<file path="config.mk">
export PLATFORM = sky130hd
export DESIGN_NAME = sram_frame_reader
export DESIGN_NICKNAME = d
export VERILOG_FILES = /design/src/rtl/sram_frame_reader.sv
export SDC_FILE = /design/constraint.sdc
export NUM_CORES = 1
export LEC_CHECK = 0
export ABC_AREA = 0
export BUFFER_PORTS_ARGS = -buffer_cell sky130_fd_sc_hd__buf_2
export CORE_UTILIZATION = 55
export CTS_CLUSTER_DIAMETER = 80
export CTS_CLUSTER_SIZE = 40
export DETAILED_ROUTE_END_ITERATION = 8
export GPL_ROUTABILITY_DRIVEN = 0
export PLACE_DENSITY = 0.73
export SYNTH_ARGS = -nofsm -noshare
export SYNTH_HDL_FRONTEND = slang
export SYNTH_SLANG_ARGS = --single-unit
</file>
<file path="constraint.sdc">
create_clock -name clk -period 6.6 [get_ports clk]
set_input_delay 1.32 -clock clk [delete_from_list [all_inputs] [get_ports clk]]
set_output_delay 1.32 -clock clk [all_outputs]
set_load 0.1 [all_outputs]
</file>
<file path="src/rtl/sram_frame_reader.sv">
`default_nettype none
// ============================================================================
//  Module   : sram_frame_reader
//  Purpose  : Avalon-MM read master that fetches one RGB565 frame from the
//             SRAM controller (one 16-bit word per pixel) and streams it to
//             the LCD pixel sink through a small read-return FIFO. Reads are
//             issued against a credit so the FIFO can never overflow.
//  Revision : 1.0  initial release
// ============================================================================
module sram_frame_reader #(
    parameter int                ADDR_W       = 20,
    parameter int                DATA_W       = 16,
    parameter logic [ADDR_W-1:0] FRAME_BASE   = '0,
    parameter int                FRAME_PIXELS = 76800,
    parameter int                FIFO_DEPTH   = 16
) (
    input  logic              clk,
    input  logic              reset_n,
    input  logic              start,
    output logic              busy,
    output logic              frame_done,
    output logic              err_unexp,
    output logic [ADDR_W-1:0] avm_address,
    output logic [1:0]        avm_byteenable,
    output logic              avm_read,
    input  logic [DATA_W-1:0] avm_readdata,
    input  logic              avm_readdatavalid,
    output logic [DATA_W-1:0] pix_data,
    output logic              pix_valid,
    input  logic              pix_ready,
    output logic              pix_last
);

    localparam int PTR_W = $clog2(FIFO_DEPTH);
    localparam int OCC_W = PTR_W + 1;            // holds 0..FIFO_DEPTH
    localparam int SUM_W = PTR_W + 2;            // holds 0..2*FIFO_DEPTH+1
    localparam int CNT_W = $clog2(FRAME_PIXELS + 1);

    localparam logic [CNT_W-1:0] LAST_IDX = CNT_W'(FRAME_PIXELS - 1);
    localparam logic [SUM_W-1:0] DEPTH_S  = SUM_W'(FIFO_DEPTH);

    typedef enum logic [1:0] {
        S_IDLE  = 2'd0,
        S_FETCH = 2'd1,
        S_DRAIN = 2'd2
    } state_t;

    state_t              state_q;
    logic                busy_q;
    logic                frame_done_q;
    logic                err_q;
    logic                avm_read_q;
    logic [ADDR_W-1:0]   avm_address_q;
    logic [CNT_W-1:0]    issue_cnt_q;
    logic [CNT_W-1:0]    out_cnt_q;
    logic [OCC_W-1:0]    outstanding_q;
    logic [OCC_W-1:0]    outstanding_d;
    logic [OCC_W-1:0]    fifo_cnt_q;
    logic [OCC_W-1:0]    fifo_cnt_d;
    logic [PTR_W-1:0]    wr_ptr_q;
    logic [PTR_W-1:0]    rd_ptr_q;
    logic [DATA_W-1:0]   fifo_mem_q [FIFO_DEPTH];

    logic                w_push;
    logic                w_pop;
    logic                w_unexp;
    logic [SUM_W-1:0]    w_credit_sum;
    logic                w_credit_ok;
    logic                w_last_issue;
    logic                w_last_pop;

    // Returned data is only accepted when a read is actually owed to us.
    assign w_push  = avm_readdatavalid & (outstanding_q != '0);
    assign w_unexp = avm_readdatavalid & (outstanding_q == '0);
    assign w_pop   = pix_valid & pix_ready;

    // The read currently on the bus is counted so the next-cycle decision
    // never over-commits FIFO space.
    assign w_credit_sum = SUM_W'(outstanding_q) + SUM_W'(fifo_cnt_q) + SUM_W'(avm_read_q);
    assign w_credit_ok  = (w_credit_sum < DEPTH_S);

    assign w_last_issue = avm_read_q & (issue_cnt_q == LAST_IDX);
    assign w_last_pop   = w_pop & pix_last;

    // Stream side is a direct view of the FIFO head.
    assign pix_valid = (fifo_cnt_q != '0);
    assign pix_data  = fifo_mem_q[rd_ptr_q];
    assign pix_last  = pix_valid & (out_cnt_q == LAST_IDX);

    assign busy           = busy_q;
    assign frame_done     = frame_done_q;
    assign err_unexp      = err_q;
    assign avm_read       = avm_read_q;
    assign avm_address    = avm_address_q;
    assign avm_byteenable = 2'b11;

    // Next value of the in-flight read count (issue increments, return decrements).
    always_comb begin
        outstanding_d = outstanding_q;
        if (avm_read_q && !w_push) begin
            outstanding_d = outstanding_q + OCC_W'(1);
        end else if (!avm_read_q && w_push) begin
            outstanding_d = outstanding_q - OCC_W'(1);
        end
    end

    // Next value of the FIFO occupancy (push and pop together cancel).
    always_comb begin
        fifo_cnt_d = fifo_cnt_q;
        if (w_push && !w_pop) begin
            fifo_cnt_d = fifo_cnt_q + OCC_W'(1);
        end else if (!w_push && w_pop) begin
            fifo_cnt_d = fifo_cnt_q - OCC_W'(1);
        end
    end

    // Frame sequencing, read issue and all registered status outputs.
    always_ff @(posedge clk or negedge reset_n) begin
        if (!reset_n) begin
            state_q       <= S_IDLE;
            busy_q        <= 1'b0;
            frame_done_q  <= 1'b0;
            err_q         <= 1'b0;
            avm_read_q    <= 1'b0;
            avm_address_q <= FRAME_BASE;
            issue_cnt_q   <= '0;
            out_cnt_q     <= '0;
        end else begin
            frame_done_q <= 1'b0;
            if (w_unexp) begin
                err_q <= 1'b1;
            end
            // Every cycle with avm_read high is an accepted request.
            if (avm_read_q) begin
                avm_address_q <= avm_address_q + ADDR_W'(1);
                issue_cnt_q   <= issue_cnt_q + CNT_W'(1);
            end
            if (w_pop) begin
                out_cnt_q <= out_cnt_q + CNT_W'(1);
            end
            case (state_q)
                S_IDLE: begin
                    avm_read_q <= 1'b0;
                    if (start) begin
                        state_q       <= S_FETCH;
                        busy_q        <= 1'b1;
                        avm_address_q <= FRAME_BASE;
                        issue_cnt_q   <= '0;
                        out_cnt_q     <= '0;
                        // FIFO is empty and nothing is owed in IDLE, so the
                        // first read can go out without a credit check.
                        avm_read_q    <= 1'b1;
                    end
                end
                S_FETCH: begin
                    avm_read_q <= w_credit_ok & ~w_last_issue;
                    if (w_last_issue) begin
                        state_q <= S_DRAIN;
                    end
                end
                S_DRAIN: begin
                    avm_read_q <= 1'b0;
                    // The final pixel is the last word requested, so once it
                    // is handshaken nothing is outstanding and the FIFO is empty.
                    if (w_last_pop && outstanding_q == '0) begin
                        state_q      <= S_IDLE;
                        busy_q       <= 1'b0;
                        frame_done_q <= 1'b1;
                    end
                end
                default: begin
                    state_q    <= S_IDLE;
                    busy_q     <= 1'b0;
                    avm_read_q <= 1'b0;
                end
            endcase
        end
    end

    // Read-return FIFO bookkeeping: pointers, occupancy and outstanding reads.
    always_ff @(posedge clk or negedge reset_n) begin
        if (!reset_n) begin
            wr_ptr_q      <= '0;
            rd_ptr_q      <= '0;
            fifo_cnt_q    <= '0;
            outstanding_q <= '0;
        end else begin
            if (w_push) begin
                wr_ptr_q <= wr_ptr_q + PTR_W'(1);
            end
            if (w_pop) begin
                rd_ptr_q <= rd_ptr_q + PTR_W'(1);
            end
            fifo_cnt_q    <= fifo_cnt_d;
            outstanding_q <= outstanding_d;
        end
    end

    // FIFO storage; contents need no reset because occupancy gates visibility.
    always_ff @(posedge clk) begin
        if (w_push) begin
            fifo_mem_q[wr_ptr_q] <= avm_readdata;
        end
    end

endmodule
`default_nettype wire

</file>
==> results.md <==
* H-Tree Depth at 1
* Final nets at 945
* PnR worst setup slack at 1.96 ns
* Initial antenna violation count at 0
* Worst setup startpoint: rd_ptr_q[0]$_DFFE_PN0N_
* Finished Layout Cells at roughly 1.2k
* Peak supply drop at approximately 0.49 mV
* Post-synth EDFFs at approximately 260
* Power Density at 432 mW/mm2
* Syn Inst Count at between 800 and 900
* Largest net degree at the start of global routing at a little under 80
* Tcrit/Tclk final at a little over two thirds
* CTS tree: done
* Placed instance count at 1209
* Drt wl/cell at roughly 22 um
* Cell Area, Synth at roughly 0.014 mm2
* Clock Skews at 0.0446 ns
* CP endpoint: pix_data[9]
* Distinct cells, synth at 58
* Via density per instance at 6.03
* Most frequent cells in the layout: edfxtp_1 (256), dfrtp_1 (76), mux4_2 (64), buf_2 (61), nand2_1 (60)
* Main flop type after synthesis: edfxtp_1
* Final Hold Fails at 0
* Register area share after synthesis at around 70%
* Area grow syn2layout at 9.26%
* Routed Antenna Nets at 0
* Setup bufs post-CTS at 0
* Final Setup Violations at 0
* Total negative slack at 0 ns
* Core Area at around 0.025 mm2
* Final instance area at between 0.015 and 0.02 mm2
* 1st-iter DRT viols at 620
* Place WS at 2.44 ns
* Final Critical Period at around 4.6 ns
* Hold Crit Start: err_unexp$_DFFE_PN0P_
* Tot GR Track Use at 21.3%
* P_leak at around 0.0054 uW
* Hold WS at ~0.50 ns
* # resized after CTS at 0
* Antenna Cells at 0
* Gr ovfl total at 0
* Max-slew violations at 0
* Synthesized flop and latch total at roughly 330
* Reg2Reg Launch Point: fifo_cnt_q[4]$_DFFE_PN0P_
* I/O Buffers at slightly above 60
* IO Pins at 65
* Residual DRC at 0
* Synth top area cells: edfxtp_1 (55%), dfrtp_1 (14%), mux4_2 (10%), ha_1 (1.9%), a22oi_1 (1.7%)
* Yosys warns at 0
* Synth top area share at between 50% and 60%
* Maxcap violations at 0
* Status: finished, final reports clean
* Die area at 0.0259 mm2
* Critical path required time at about 5.3 ns
* Relative slew margins at 22.5%
* Share of layout cells above drive strength 1 at between 20 and 25%
* Vias in the first global route at approximately 7.4k
* Worst setup EP type: output pin
* Crit Path Category: flop to output pin
* Initial core utilization at between 50% and 60%
* DIE WIDTH at roughly 160 um
* Cell taking the most area after synthesis: edfxtp_1
* Drt pass-1 iters at 5
* Row count at 57
* Worst hold path class: flop to flop
* Reg2Reg Setup Slack at roughly 3.5 ns
* Worst slew pin tran at about 1.2 ns
* Async SR Flop Fraction at a little under a quarter
* Reg-to-reg critical path endpoint: fifo_cnt_q[4]$_DFFE_PN0P_
* DIE HEIGHT at about 160 um
* Max Fanout on Critical Path at 50
* Clk pin slew, worst setup/hold paths at ~0.12 ns
* Syn_area_per_cell at between 15 and 20 um2
* Clk buf depth at 3
* Placed inst area at roughly 0.015 mm2
* Cts hold-fix bufs at 0
* Final wirelength at 26700 um
* Root buffer cell: clkbuf_16
* Num CTS Buffers at 14
* Arr. time, crit path at 3.32 ns
* Max Clk Rate at approximately 220 MHz
* First-pass GRT wire length at ~42000 um
* Reg2Reg Depth at 9
* CTS sink count at 334
* DP HPWL at approximately 16000 um
* Skew-Pair Late Insertion Delay at between 0.5 and 0.6 ns
* Via Count at ~7.4k
* CP Launch Type: flop
* RSZ-0062 raised after global routing: false
* Commonest non-fill, non-tap cell in the layout: edfxtp_1
==> metal layers <==
metal,vias up,global-route usage [%],wire length (um),part of all wire (%)
met3,30,2.40,1540,5.8
met5,-,0,0,0
met2,203,36.6,13500,50
li1,3397,-,-,-
met4,0,4.67,415,1.6
met1,3810,29.4,11300,42
==> cell type report <==
cell class	instances	area [um2]
Tap cell	324	405
Clock buffer	18	397
Sequential cell	334	9640
Inverter	14	52.6
Multi-Input combinational cell	454	4050
Clock inverter	6	144
Fill cell	1770	9370
Timing Repair Buffer	83	470
==> through the flow <==
step	power, uW	utilization (%)
after floorplan	4900	-
after global placement	5380	59.6
after detailed placement	5440	59.6
after CTS	6600	61.8
after global routing	6860	61.8
final	6550	61.8
==> logic make-up (layout without fill, tap and decap cells) <==
logic type	count (synthesis)	after routing	share of synthesized area (%)
muxes	71	71	10.9
buffers and inverters	55	121	1.79
AOI/OAI and AO/OA	114	114	5.52
other	1	2	0.0270
xor gates and xnor gates	39	39	2.46
DFF	334	334	69.4
and+or+nand+nor	205	205	7.68
adders and majority gates	23	23	2.18
==> cell usage after synthesis, types with 8 or more instances <==
| cell | count |
|---|---|
| or4_1 | 10 |
| dfrtp_1 | 78 |
| a21oi_1 | 25 |
| nand4_1 | 13 |
| xnor2_1 | 22 |
| clkbuf_1 | 21 |
| a22oi_1 | 32 |
| nand2_1 | 60 |
| nor2_1 | 48 |
| ha_1 | 21 |
| inv_1 | 12 |
| or3_1 | 12 |
| o21ai_0 | 18 |
| xor2_1 | 17 |
| and3_1 | 8 |
| mux4_2 | 64 |
| o31ai_1 | 9 |
| nor3_1 | 11 |
| edfxtp_1 | 256 |
| nand3_1 | 13 |
| and4_1 | 11 |
==> worst min-delay path by stage <==
stage,depth (start not counted),end
finish,1,err_unexp$_DFFE_PN0P_
global route,1,err_unexp$_DFFE_PN0P_
CTS,1,err_unexp$_DFFE_PN0P_
detailed placement,1,err_unexp$_DFFE_PN0P_
global placement,1,err_unexp$_DFFE_PN0P_
floorplan,1,rd_ptr_q[3]$_DFFE_PN0N_
==> state kept, by name, indices dropped and copies added (netlist names), 2 cells and up <==
signal / flops
avm_address: 20
fifo_cnt_q: 5
fifo_mem_q: 256
issue_cnt_q: 17
out_cnt_q: 17
outstanding_q: 5
rd_ptr_q: 4
state_q: 2
wr_ptr_q: 4
==> report_power, final <==
| part | internal [uW] | switching (uW) |
|---|---|---|
| registers | 2540 | 314 |
| clock network | 506 | 666 |
| logic | 809 | 1720 |
| total | 3850 | 2700 |
==> critical path: stages (launching register included) <==
cell and delay (ns):
dfrtp_4 1.08, buf_4 0.48, mux4_2 0.56, a22oi_1 0.20
nand2_1 0.13, buf_2 0.31
(Power assumes the default switching activity.)
